--- config.mk ---
export PLATFORM = sky130hd
export DESIGN_NAME = mm_fetch_arbiter
export DESIGN_NICKNAME = d
export VERILOG_FILES = /design/src/rtl/mm_fetch_pkg.sv /design/src/rtl/mm_fetch_grant.sv /design/src/rtl/mm_fetch_arbiter.sv
export SDC_FILE = /design/constraint.sdc
export NUM_CORES = 1
export LEC_CHECK = 0
export BUFFER_PORTS_ARGS = -buffer_cell sky130_fd_sc_hd__buf_2
export CAP_MARGIN = 20
export CORE_UTILIZATION = 50
export CTS_CLUSTER_SIZE = 14
export DETAILED_ROUTE_END_ITERATION = 10
export PLACE_DENSITY = 0.73
export REMOVE_ABC_BUFFERS = 1
export SLEW_MARGIN = 15
export SYNTH_ARGS = -nofsm -noshare
export SYNTH_HDL_FRONTEND = slang
export SYNTH_SLANG_ARGS = --single-unit
--- constraint.sdc ---
create_clock -name clk -period 4.6 [get_ports clk]
set_input_delay 0.69 -clock clk [delete_from_list [all_inputs] [get_ports clk]]
set_output_delay 0.69 -clock clk [all_outputs]
set_load 0.01 [all_outputs]
--- src/rtl/mm_fetch_pkg.sv ---
// Shared types and default sizes for the two-requester Avalon-MM fetch arbiter.
package mm_fetch_pkg;

  localparam int ADDR_W_DEF      = 12;
  localparam int DATA_W_DEF      = 8;
  localparam int LEN_W_DEF       = 12;
  localparam int MAX_PENDING_DEF = 4;

  typedef enum logic [1:0] {
    IDLE,
    ISSUE,
    DRAIN,
    DONE
  } state_e;

  typedef enum logic {
    REQ_IMAGE = 1'b0,
    REQ_COEFF = 1'b1
  } req_id_e;

endpackage

--- src/rtl/mm_fetch_grant.sv ---
// Picks which pending requester is served next. Define MM_FETCH_ARB_RR_EN for
// round-robin on ties; otherwise the image loader (requester 0) always wins.
module mm_fetch_grant
  import mm_fetch_pkg::*;
(
  input  logic       clk,
  input  logic       reset,
  input  logic [1:0] pend,
  input  logic       take,
  output logic       grant_valid,
  output req_id_e    grant_id
);

  assign grant_valid = |pend;

`ifdef MM_FETCH_ARB_RR_EN
  req_id_e last_q, last_d;

  // The tie pointer only moves when a tie is actually arbitrated, so a lone
  // request never disturbs the alternation between simultaneous requests.
  always_comb begin
    grant_id = pend[0] ? REQ_IMAGE : REQ_COEFF;
    if (&pend) grant_id = (last_q == REQ_IMAGE) ? REQ_COEFF : REQ_IMAGE;
    last_d = last_q;
    if (take && (&pend)) last_d = grant_id;
  end

  // NOTE: sequential state is written with non-blocking assignments only, so
  // every flop samples pre-edge values regardless of block ordering.
  always_ff @(posedge clk or posedge reset) begin
    if (reset) last_q <= REQ_COEFF;
    else       last_q <= last_d;
  end
`else
  logic unused_ok;
  assign unused_ok = ^{clk, reset, take};
  assign grant_id  = pend[0] ? REQ_IMAGE : REQ_COEFF;
`endif

endmodule

--- src/rtl/mm_fetch_arbiter.sv ---
// Two-requester single-beat Avalon-MM read fetcher with bounded pending reads.
// Arbitration policy is selected by MM_FETCH_ARB_RR_EN (see mm_fetch_grant).
module mm_fetch_arbiter
  import mm_fetch_pkg::*;
#(
  parameter int ADDR_W      = ADDR_W_DEF,
  parameter int DATA_W      = DATA_W_DEF,
  parameter int LEN_W       = LEN_W_DEF,
  parameter int MAX_PENDING = MAX_PENDING_DEF
) (
  input  logic                   clk,
  input  logic                   reset,
  input  logic [1:0]             rq_start,
  input  logic [1:0][ADDR_W-1:0] rq_addr,
  input  logic [1:0][LEN_W-1:0]  rq_len,
  output logic [1:0]             rq_busy,
  output logic [1:0]             rq_done,
  output logic [DATA_W-1:0]      rq_data,
  output logic [1:0]             rq_data_valid,
  output logic [ADDR_W-1:0]      avm_address,
  output logic                   avm_read,
  output logic                   avm_burstcount,
  input  logic                   avm_waitrequest,
  input  logic [DATA_W-1:0]      avm_readdata,
  input  logic                   avm_readdatavalid
);

  localparam int OUT_W = $clog2(MAX_PENDING + 1);

  state_e                  state_q, state_d;
  req_id_e                 grant_q, grant_d;
  logic [1:0]              busy_q, busy_d, pend_q, pend_d, done_q, done_d;
  logic [1:0][ADDR_W-1:0]  base_q, base_d;
  logic [1:0][LEN_W-1:0]   len_q, len_d;
  logic [LEN_W-1:0]        cnt_q, cnt_d;
  logic [OUT_W-1:0]        outst_q, outst_d;
  logic [ADDR_W-1:0]       addr_q, addr_d;
  logic                    read_q, read_d;
  logic                    accept, ret, take, gnt_valid;
  req_id_e                 gnt_id;

  assign accept = read_q & ~avm_waitrequest;
  // Returns with nothing outstanding belong to reads killed by reset.
  assign ret    = avm_readdatavalid & (outst_q != '0);
  assign take   = (state_q == IDLE) & gnt_valid;

  mm_fetch_grant u_grant (
    .clk         (clk),
    .reset       (reset),
    .pend        (pend_q),
    .take        (take),
    .grant_valid (gnt_valid),
    .grant_id    (gnt_id)
  );

  always_comb begin
    // NOTE: every variable gets a default before the case so no path leaves
    // one unassigned, which would otherwise infer a latch.
    state_d = state_q;
    grant_d = grant_q;
    busy_d  = busy_q;
    pend_d  = pend_q;
    done_d  = '0;
    base_d  = base_q;
    len_d   = len_q;
    cnt_d   = accept ? cnt_q + LEN_W'(1) : cnt_q;
    addr_d  = addr_q;
    read_d  = read_q;
    outst_d = outst_q + OUT_W'(accept) - OUT_W'(ret);

    case (state_q)
      IDLE: if (gnt_valid) begin
        grant_d        = gnt_id;
        pend_d[gnt_id] = 1'b0;
        cnt_d          = '0;
        if (len_q[gnt_id] == '0) begin
          state_d        = DONE;
          done_d[gnt_id] = 1'b1;
        end else begin
          state_d = ISSUE;
          read_d  = 1'b1;
          addr_d  = base_q[gnt_id];
        end
      end
      ISSUE: begin
        if (accept && (cnt_d == len_q[grant_q])) begin
          read_d  = 1'b0;
          state_d = DRAIN;
        end else if (!read_q || accept) begin
          // A stalled read (waitrequest) falls through here and holds.
          read_d = (outst_d < OUT_W'(MAX_PENDING));
          addr_d = base_q[grant_q] + ADDR_W'(cnt_d);
        end
      end
      DRAIN: if (outst_d == '0) begin
        state_d         = DONE;
        done_d[grant_q] = 1'b1;
      end
      DONE: begin
        busy_d[grant_q] = 1'b0;
        state_d         = IDLE;
      end
      default: state_d = IDLE;
    endcase

    for (int i = 0; i < 2; i++) begin
      if (rq_start[i] && !busy_q[i]) begin
        busy_d[i] = 1'b1;
        pend_d[i] = 1'b1;
        base_d[i] = rq_addr[i];
        len_d[i]  = rq_len[i];
      end
    end
  end

  // NOTE: the per-requester address/length registers are only two entries,
  // so they are reset with everything else to keep outputs X-free.
  always_ff @(posedge clk or posedge reset) begin
    if (reset) begin
      state_q <= IDLE;
      grant_q <= REQ_IMAGE;
      busy_q  <= '0;
      pend_q  <= '0;
      done_q  <= '0;
      base_q  <= '0;
      len_q   <= '0;
      cnt_q   <= '0;
      outst_q <= '0;
      addr_q  <= '0;
      read_q  <= 1'b0;
    end else begin
      state_q <= state_d;
      grant_q <= grant_d;
      busy_q  <= busy_d;
      pend_q  <= pend_d;
      done_q  <= done_d;
      base_q  <= base_d;
      len_q   <= len_d;
      cnt_q   <= cnt_d;
      outst_q <= outst_d;
      addr_q  <= addr_d;
      read_q  <= read_d;
    end
  end

  assign avm_address    = addr_q;
  assign avm_read       = read_q;
  assign avm_burstcount = 1'b1;
  assign rq_busy        = busy_q;
  assign rq_done        = done_q;
  assign rq_data_valid  = ret ? ((grant_q == REQ_IMAGE) ? 2'b01 : 2'b10) : 2'b00;
  assign rq_data        = ret ? avm_readdata : '0;

endmodule

==> results of run 1 <==
-- metrics by stage --
step / worst slack (ps) / util, % / cells / hold WS, ps
finish: 1331 / 60.49 / 659 / 280.3
global route: 1066 / 60.49 / 659 / 300.4
CTS: 1330 / 60.28 / 658 / 492.3
detailed placement: 1003 / 58.52 / 644 / 471.8
global placement: 1124 / 58.47 / 643 / 478.8
floorplan: 1223 / - / 419 / 493.6
-- worst register-to-register path: cells and delay by family, from the launching register on --
| kind | cells | cell delay, ps |
|---|---|---|
| AOI/OAI and AO/OA | 6 | 1210 |
| adders and majority gates | 1 | 480 |
| buffers and inverters | 2 | 250 |
| muxes | 2 | 460 |
| DFF | 1 | 470 |
| and+or+nand+nor | 2 | 290 |
-- Yosys cell counts (2+ instances only) --
master / count
nand3b_1: 2
nor4_1: 6
ha_1: 18
a31oi_1: 4
a21o_1: 9
clkbuf_1: 9
nand2_1: 21
mux2i_1: 25
buf_1: 7
and2_1: 18
nor3_1: 9
buf_6: 2
nand3_1: 5
dfrtp_1: 85
xnor2_1: 18
xor2_1: 12
fa_1: 2
o21ai_1: 6
a21oi_1: 12
inv_1: 15
mux2_2: 63
nand4_1: 5
xnor3_1: 7
o21a_1: 3
nor2_1: 23
nor4b_1: 2
o21ai_0: 19
a211oi_1: 6
nor2b_1: 4
o21bai_1: 2
-- sequential cells by signal, summed over array words and instances, names as in the netlist --
signal       cells
state_q          2
pend_q           2
len_q           24
outst_q          3
cnt_q           12
avm_address     12
rq_done          2
rq_busy          2
avm_read         1
grant_q          1
base_q          24
-- report_power, final --
part / internal (W) / switching, W
registers: 0.00109 / 0.000281
clock network: 0.000218 / 0.000261
logic: 0.000985 / 0.00101
-- layout make-up --
class,instances,area (um2)
Fill cell,789,3720
Multi-Input combinational cell,318,2663
Sequential cell,85,2127
Timing Repair Buffer,97,518.0
Tap cell,129,161.4
Clock buffer,12,155.1
Inverter,16,61.31
Clock inverter,2,10.01
-- routing by layer --
| layer | part of all wire (%) | global-route usage, % | up-vias |
|---|---|---|---|
| met2 | 50 | 39.67 | 80 |
| met4 | 1.1 | 6.020 | 0 |
| met3 | 4.3 | 4.693 | 9 |
| li1 | - | - | 1730 |
| met1 | 44 | 28.82 | 1725 |
| met5 | 0 | 0 | - |
-- path summary, 6_finish.rpt --
kind | from | end | slack [ps]
max | avm_read | avm_address[10] | 1330
min | reset | rq_busy[0] | 280
max reg2reg | avm_read | avm_address[10] | 1330
min reg2reg | avm_address[1] | avm_address[1] | 490
max in group asynchronous | reset | len_q[21] | 3590
min in group clk | avm_address[1] | avm_address[1] | 490
-- cell families after synthesis --
| logic type | share of synthesized area [%] |
|---|---|
| simple gates | 11.20 |
| mux | 19.43 |
| flops | 43.06 |
| compound gates | 9.220 |
| xor+xnor | 8.511 |
| buf+inv | 3.141 |
| fa+ha+maj | 5.370 |
| other cells | 0.07591 |
==> results.py, run 1 <==
metrics = {
    "routing": {
        "vias_per_cell": 5.378,
        "dr_total_vias": 3544,
        "detail-route-antenna-nets": 0,
        "drt_drc_violations_left": 0,
        "drt_first_pass_iters": 4,
        "routedWlPerCell_um": 16.10,
        "routed_wl_um": 10610,
        "initial_detailed_routing_violation_count": 148,
    },
    "global_route": {
        "grt_pass1_wl_um": 17670,
        "gr-usage-all-layers_pct": 22.74,
        "gr-total-overflow": 0,
        "number_of_antenna_violations_at_the_first_check_in_global_routing": 0,
        "grt_pass1_vias": 3603,
        "grt_start_max_net_pins": 55,
    },
    "synth": {
        "mappedNetlistArea_um2": 4940,
        "postSynth.asyncResetShare_pct": 100.0,
        "ys_ff_latch": 85,
        "synth_flop_cell": "dfrtp_1",
        "syn_avg_cell_area_um2": 11.25,
        "yosys.cell_types.count": 50,
        "synth_top_cell_area_share_pct": 43.06,
        "ys_seq_area_share_pct": 43.06,
        "yosys_warnings": 0,
        "synth_edf_count": 0,
        "synthDominantAreaCellType": "dfrtp_1",
        "count_of_mapped_cells_out_of_synthesis": 439,
        "synth_area_leaders": "dfrtp_1 43%, mux2_2 14%, mux2i_1 5.1%, ha_1 4.6%, xnor2_1 3.2%",
    },
    "final_layout": {
        "antenna-diode-count": 0,
        "layout_commonest_cell": "buf_2",
        "final_cell_mix": "89 x buf_2, 85 x dfrtp_1, 63 x mux2_2",
        "final_layout_size_suffix_gt1_share_pct": 34.53,
        "layout.nets": 609,
        "area_delta_synth_final_pct": 15.30,
        "design_area_um2": 5695,
    },
    "setup_path": {
        "worst_ep_required_time_ps": 4860,
        "worst-path-stages": 13,
        "worst_path_cell_chain": "and2b_1 -> inv_2 -> mux2i_1 -> inv_1 -> fa_1 -> a21o_1 -> a21oi_1 -> o21ai_0 -> a21o_1 -> a31o_2 -> mux2i_1 -> nor3_1 -> a21o_1",
        "cp.buffers_inverters": 2,
        "crit_path_max_fanout": 6,
        "worst-setup-path-type": "flip-flop to flip-flop",
        "timing.reg2reg.worst_path_depth": 13,
        "worstPathArrival_ps": 3530,
        "critPathTopFamily": "compound AO/OA/AOI/OAI gates",
        "cp_slowest_cell": "fa_1",
        "worst_setup_path_end_kind": "flip-flop",
        "critPathMostFrequentCell": "a21o_1",
        "setup.worst_path.start_class": "flip-flop",
        "critPathMaxStageDelay_ps": 480,
    },
    "power_and_ir_drop": {
        "leakagePower_nw": 2.749,
        "powerDensity_nw_per_um2": 675.5,
        "fin_total_pwr_w": 0.003847,
        "irDropWorstVdd_mv": 0.2528,
    },
    "clocking": {
        "cts-hold-fix-buffers": 0,
        "cts_tree": "yes",
        "cts.repair.resized": 0,
        "cts_root_buf": "clkbuf_8",
        "htree_num_levels": 3,
        "cts.path.max_buffers": 2,
        "total_cts_buffers": 9,
        "path_clk_slew_ps": 80,
        "numClockSinks": 85,
        "worstSkewPairLatency_ps": 360,
        "post-cts-setup-buffer-count": 0,
    },
    "sta": {
        "finalMaxSlewViolations": 0,
        "layout_worst_path_cycle_share_pct": 71.06,
        "slew_at_the_pin_with_the_worst_max_slew_slack_ps": 1037,
        "clock-skew-final_ps": 8.086,
        "setup_repair_after_global_routing_missed_its_margin": "no",
        "timing_limited_maximum_frequency_mhz": 305.9,
        "slew_headroom_pct": 30.90,
        "setup-tns-final_ps": 0,
        "min_clock_period_post_route_ps": 3269,
        "timing.final.hold_violations": 0,
        "finalSetupViolations": 0,
    },
    "die": {
        "num_io_pins": 90,
        "die_w_um": 101.4,
        "dieHeight_um": 101.4,
        "core_area_um2": 9415,
        "design.die.area_um2": 10280,
        "rows": 35,
        "initial_core_util_pct": 52.47,
    },
    "placed_design": {
        "io_buffer_count": 88,
        "placement.cell_area_um2": 5510,
        "place_congestion": 0.9448,
        "detailedPlacementHpwl_um": 8095,
    },
    "hold_path": {
        "holdCritPathClass": "input port to asynchronous set/reset pin",
    },
    "status": {
        "status": "completed",
    },
    "run": {
        "timing.max_cap.violations": 0,
    },
}
No activity file was read; power rests on OpenSTA's default activity.
==> run 2, diff against run 1 <==
--- a/config.mk
+++ b/config.mk
@@ -10,7 +10,7 @@
 export CORE_UTILIZATION = 50
 export CTS_CLUSTER_SIZE = 14
 export DETAILED_ROUTE_END_ITERATION = 10
-export PLACE_DENSITY = 0.73
+export PLACE_DENSITY = 0.76
 export REMOVE_ABC_BUFFERS = 1
 export SLEW_MARGIN = 15
 export SYNTH_ARGS = -nofsm -noshare
==> constraint.sdc (replaced) <==
create_clock -name clk -period 2.8 [get_ports clk]
set_input_delay 0.42 -clock clk [delete_from_list [all_inputs] [get_ports clk]]
set_output_delay 0.42 -clock clk [all_outputs]
set_load 0.01 [all_outputs]
==> results.py, run 2 (synthesis results as in run 1) <==
metrics = {
    "final_layout": {
        "final_layout_size_suffix_gt1_share_pct": 47.39,
        "layout_commonest_cell": "buf_2",
        "layout.cells.non_filler": 722,
        "final_cell_mix": "88 x buf_2, 81 x dfrtp_1, 68 x buf_4",
        "layout_top_registers": "base_q (24), len_q (24)",
        "layout.nets": 671,
        "storage_cell_area_um2": 2132,
        "final_core_util_pct": 67.67,
        "area_delta_synth_final_pct": 28.98,
        "design_area_um2": 6371,
        "area_used_by_multi_input_combinational_logic_um2": 2836,
        "layout.filler_cells": 740,
        "antenna-diode-count": 0,
    },
    "routing": {
        "detail-route-antenna-nets": 0,
        "routedWlPerCell_um": 16.60,
        "drt_first_pass_iters": 6,
        "dr_total_vias": 3886,
        "routed_wl_um": 11980,
        "drt_drc_violations_left": 0,
        "vias_per_cell": 5.382,
        "initial_detailed_routing_violation_count": 101,
    },
    "placed_design": {
        "detailedPlacementHpwl_um": 8791,
        "io_buffer_count": 88,
        "post-place-cells": 695,
        "place_congestion": 0.8955,
        "placement.cell_area_um2": 5921,
    },
    "setup_path": {
        "rr_endpoint": "avm_address[7]",
        "worst-setup-path-type": "flip-flop to flip-flop",
        "worst_setup_path_end_kind": "flip-flop",
        "setup.worst_path.start_class": "flip-flop",
        "timing.reg2reg.worst_path_depth": 13,
        "timing.rr.start": "cnt_q[0]",
        "crit_path_max_fanout": 4,
        "timing.reg2reg.setup_slack_ps": -20,
        "worst_ep_required_time_ps": 3030,
        "worstPathArrival_ps": 3040,
    },
    "global_route": {
        "number_of_antenna_violations_at_the_first_check_in_global_routing": 0,
        "gr-total-overflow": 0,
        "gr-usage-all-layers_pct": 24.68,
        "grt_start_max_net_pins": 47,
        "grt_pass1_wl_um": 19440,
        "grt_pass1_vias": 4030,
    },
    "clocking": {
        "cts.path.max_buffers": 2,
        "cts_root_buf": "clkbuf_8",
        "htree_num_levels": 3,
        "worstSkewPairLatency_ps": 350,
        "cts-hold-fix-buffers": 0,
        "path_clk_slew_ps": 90,
        "total_cts_buffers": 9,
        "cts_tree": "yes",
        "numClockSinks": 85,
    },
    "sta": {
        "timing_limited_maximum_frequency_mhz": 354.7,
        "slew_headroom_pct": 49.54,
        "setup_repair_after_global_routing_missed_its_margin": "yes",
        "finalSetupViolations": 2,
        "slew_at_the_pin_with_the_worst_max_slew_slack_ps": 756.1,
        "setup-tns-final_ps": -31.79,
        "worst_slack_ps": -19.00,
        "finalMaxSlewViolations": 0,
        "timing.final.hold_violations": 0,
        "min_clock_period_post_route_ps": 2819,
        "layout_worst_path_cycle_share_pct": 100.7,
        "clock-skew-final_ps": 9.523,
    },
    "status": {
        "status": "finished, violations left",
        "failed_checks": "negative setup slack",
    },
    "run": {
        "timing.max_cap.violations": 0,
    },
    "die": {
        "initial_core_util_pct": 52.47,
        "die_w_um": 101.4,
        "rows": 35,
        "dieHeight_um": 101.4,
        "core_area_um2": 9415,
        "design.die.area_um2": 10280,
        "num_io_pins": 90,
    },
    "power_and_ir_drop": {
        "leakagePower_nw": 3.093,
        "irDropWorstVdd_mv": 0.4725,
        "powerDensity_nw_per_um2": 1144,
    },
    "hold_path": {
        "holdCritPathClass": "input port to asynchronous set/reset pin",
    },
}
[run 2: critical path: stages (launching register included)]
cell	delay [ps]
dfrtp_1	380
ha_2	210
nand3b_1	110
buf_4	170
nor2_2	140
buf_4	150
xor2_4	160
ha_2	320
o21ai_0	280
o21bai_1	130
a211oi_1	290
o21ai_0	150
o21ai_0	100
o21ai_0	100
[run 2: power by group]
| group | internal [W] | switching (W) |
|---|---|---|
| Combinational | 0.00222 | 0.00205 |
| Clock | 0.000391 | 0.000426 |
| Sequential | 0.00179 | 0.000422 |
| Total | 0.00440 | 0.00289 |
[run 2: cell type report]
type,instances,share of cell area (%)
Tap cell,129,2.533
Sequential cell,85,33.46
Timing Repair Buffer,159,15.73
Clock buffer,14,2.710
Clock inverter,1,0.07855
Inverter,16,0.9623
Multi-Input combinational cell,318,44.52
[run 2: timing repair]
item | CTS | global route
setup buffers | 10 | 2
setup endpoints to repair | 15 | 15
pin swaps | 8 | 18
resized for setup | 17 | 27
[run 2: worst max path at each step]
stage	from	end	slack (ps)
floorplan	grant_q	avm_address[10]	-580
global placement	avm_waitrequest	avm_address[7]	-180
detailed placement	avm_waitrequest	avm_address[6]	-300
CTS	cnt_q[0]	avm_address[9]	0.3
global route	cnt_q[0]	avm_address[7]	-180
finish	cnt_q[0]	avm_address[7]	-20
[run 2: routing by layer]
layer | track usage [%] | wire [um] | vias to the layer above
met5 | 0 | 0 | -
met4 | 6.912 | 180 | 0
met3 | 4.279 | 467 | 18
met2 | 43.07 | 6143 | 99
met1 | 31.59 | 5192 | 1911
li1 | - | - | 1858
[run 2: per-stage QoR]
step	hold WS, ps	setup slack, ps	power, W
2_1_floorplan	493.6	-577.0	0.004639
3_3_place_gp	465.7	-182.9	0.005926
3_5_place_dp	462.5	-303.8	0.006102
4_1_cts	188.5	0.3129	0.007124
5_1_grt	210.6	-184.7	0.007843
6_report	165.8	-19.00	0.007291
==> run 3, diff against run 2 <==
--- a/config.mk
+++ b/config.mk
@@ -10,7 +10,7 @@
 export CORE_UTILIZATION = 50
 export CTS_CLUSTER_SIZE = 14
 export DETAILED_ROUTE_END_ITERATION = 10
-export PLACE_DENSITY = 0.76
+export PLACE_DENSITY = 0.73
 export REMOVE_ABC_BUFFERS = 1
 export SLEW_MARGIN = 15
 export SYNTH_ARGS = -nofsm -noshare
==> constraint.sdc (replaced) <==
create_clock -name clk -period 2.75 [get_ports clk]
set_input_delay 0.4125 -clock clk [delete_from_list [all_inputs] [get_ports clk]]
set_output_delay 0.4125 -clock clk [all_outputs]
set_load 0.01 [all_outputs]
==> results.py, run 3 (synthesis results as in run 1) <==
metrics = {
    "status": {
        "status": "completed",
    },
    "setup_path": {
        "crit_path_max_fanout": 3,
        "worst-setup-path-type": "flip-flop to flip-flop",
        "timing.reg2reg.worst_path_depth": 13,
        "worstPathArrival_ps": 3000,
        "setup.worst_path.start_class": "flip-flop",
        "worst_setup_path_end_kind": "flip-flop",
        "worst_ep_required_time_ps": 3020,
    },
    "routing": {
        "routed_wl_um": 11570,
        "detail-route-antenna-nets": 0,
        "routedWlPerCell_um": 16.23,
        "vias_per_cell": 5.398,
        "initial_detailed_routing_violation_count": 160,
        "drt_drc_violations_left": 0,
        "drt_first_pass_iters": 5,
        "dr_total_vias": 3849,
    },
    "die": {
        "initial_core_util_pct": 52.47,
        "core_area_um2": 9415,
        "dieHeight_um": 101.4,
        "rows": 35,
        "die_w_um": 101.4,
        "design.die.area_um2": 10280,
        "num_io_pins": 90,
    },
    "placed_design": {
        "post-place-cells": 688,
        "placement.cell_area_um2": 5856,
        "detailedPlacementHpwl_um": 8329,
        "io_buffer_count": 88,
        "place_congestion": 0.8813,
    },
    "global_route": {
        "gr-usage-all-layers_pct": 23.11,
        "grt_pass1_wl_um": 18170,
        "gr-total-overflow": 0,
        "number_of_antenna_violations_at_the_first_check_in_global_routing": 0,
        "grt_start_max_net_pins": 86,
        "grt_pass1_vias": 3756,
    },
    "clocking": {
        "cts_root_buf": "clkbuf_8",
        "path_clk_slew_ps": 100,
        "cts_tree": "yes",
        "total_cts_buffers": 9,
        "htree_num_levels": 3,
        "cts.path.max_buffers": 2,
        "worstSkewPairLatency_ps": 370,
        "numClockSinks": 85,
    },
    "sta": {
        "min_clock_period_post_route_ps": 2737,
        "layout_worst_path_cycle_share_pct": 99.53,
        "setup_repair_after_global_routing_missed_its_margin": "yes",
        "timing.final.hold_violations": 0,
        "timing_limited_maximum_frequency_mhz": 365.4,
        "finalMaxSlewViolations": 0,
        "clock-skew-final_ps": 11.80,
        "finalSetupViolations": 0,
    },
    "final_layout": {
        "layout.nets": 661,
        "antenna-diode-count": 0,
        "final_layout_size_suffix_gt1_share_pct": 47.43,
        "layout.cells.non_filler": 713,
        "design_area_um2": 6377,
        "layout_top_registers": "base_q (24), len_q (24)",
        "layout_commonest_cell": "buf_2",
        "layout.filler_cells": 717,
        "final_cell_mix": "88 x buf_2, 80 x dfrtp_1, 62 x mux2_2",
        "area_delta_synth_final_pct": 29.10,
    },
    "run": {
        "timing.max_cap.violations": 0,
    },
    "power_and_ir_drop": {
        "irDropWorstVdd_mv": 0.5081,
        "powerDensity_nw_per_um2": 1185,
        "leakagePower_nw": 3.101,
    },
    "hold_path": {
        "holdCritPathClass": "input port to asynchronous set/reset pin",
    },
}
## run 3: cell type report
class / instances / area, um2 / share of cell area (%)
multi-input cells: 318 / 2854 / 44.75
clock buffers: 9 / 123.9 / 1.942
inverters: 16 / 61.31 / 0.9613
repair buffers: 149 / 940.9 / 14.75
flip-flops and latches: 85 / 2133 / 33.45
well taps: 129 / 161.4 / 2.531
clock inverters: 7 / 102.6 / 1.609
## run 3: per-layer routing
| layer | global-route usage (%) | part of all wire [%] | vias to the layer above |
|---|---|---|---|
| li1 | - | - | 1833 |
| met1 | 29.93 | 44 | 1913 |
| met2 | 40.08 | 52 | 94 |
| met3 | 4.072 | 3.7 | 9 |
| met4 | 6.020 | 0.84 | 0 |
| met5 | 0 | 0 | - |
## run 3: repair_timing
| action | in CTS | in global routing |
|---|---|---|
| pin swaps | 1 | 32 |
| setup endpoints to repair | 6 | 14 |
| resized for setup | 10 | 48 |
| buffers inserted | 0 | 9 |
| hold buffers | 0 | 0 |
## run 3: worst max-delay path, cell delays in order (launching register included)
cell     delay (ps)
dfrtp_1         370
and2b_1         170
inv_2            60
buf_4           150
nor3_2          240
buf_4           170
xor2_1          210
ha_1            290
o21a_1          200
a21o_1          190
a31o_2          210
mux2i_1         150
nor3_1           70
a21o_1          150
## run 3: through the flow
stage | utilization [%] | setup WS (ps) | power (W) | hold slack [ps] | setup TNS, ps
2_1_floorplan | - | -627.0 | 0.004723 | 493.6 | -2515
3_3_place_gp | 62.19 | -200.4 | 0.005901 | 469.9 | -796.0
3_5_place_dp | 62.19 | -265.4 | 0.006064 | 466.0 | -1627
4_1_cts | 64.86 | 2.050 | 0.007159 | 145.8 | 0
5_1_grt | 67.73 | -112.1 | 0.008126 | 154.1 | -797.3
6_report | 67.73 | 12.98 | 0.007557 | 97.56 | 0
## run 3: final timing paths
path	end	slack [ps]	from
max	avm_address[10]	10	avm_read
min	rq_busy[0]	100	reset
max reg2reg	avm_address[10]	10	avm_read
min reg2reg	avm_address[11]	500	avm_address[11]
max in group asynchronous	avm_address[7]	2260	reset
min in group clk	len_q[3]	270	rq_len[3]
## run 3: where the power goes
part	switching (W)	leakage, nW	internal (W)
clock	0.000504	0.111	0.000525
sequential	0.000436	1.04	0.00182
combinational	0.00205	1.95	0.00223
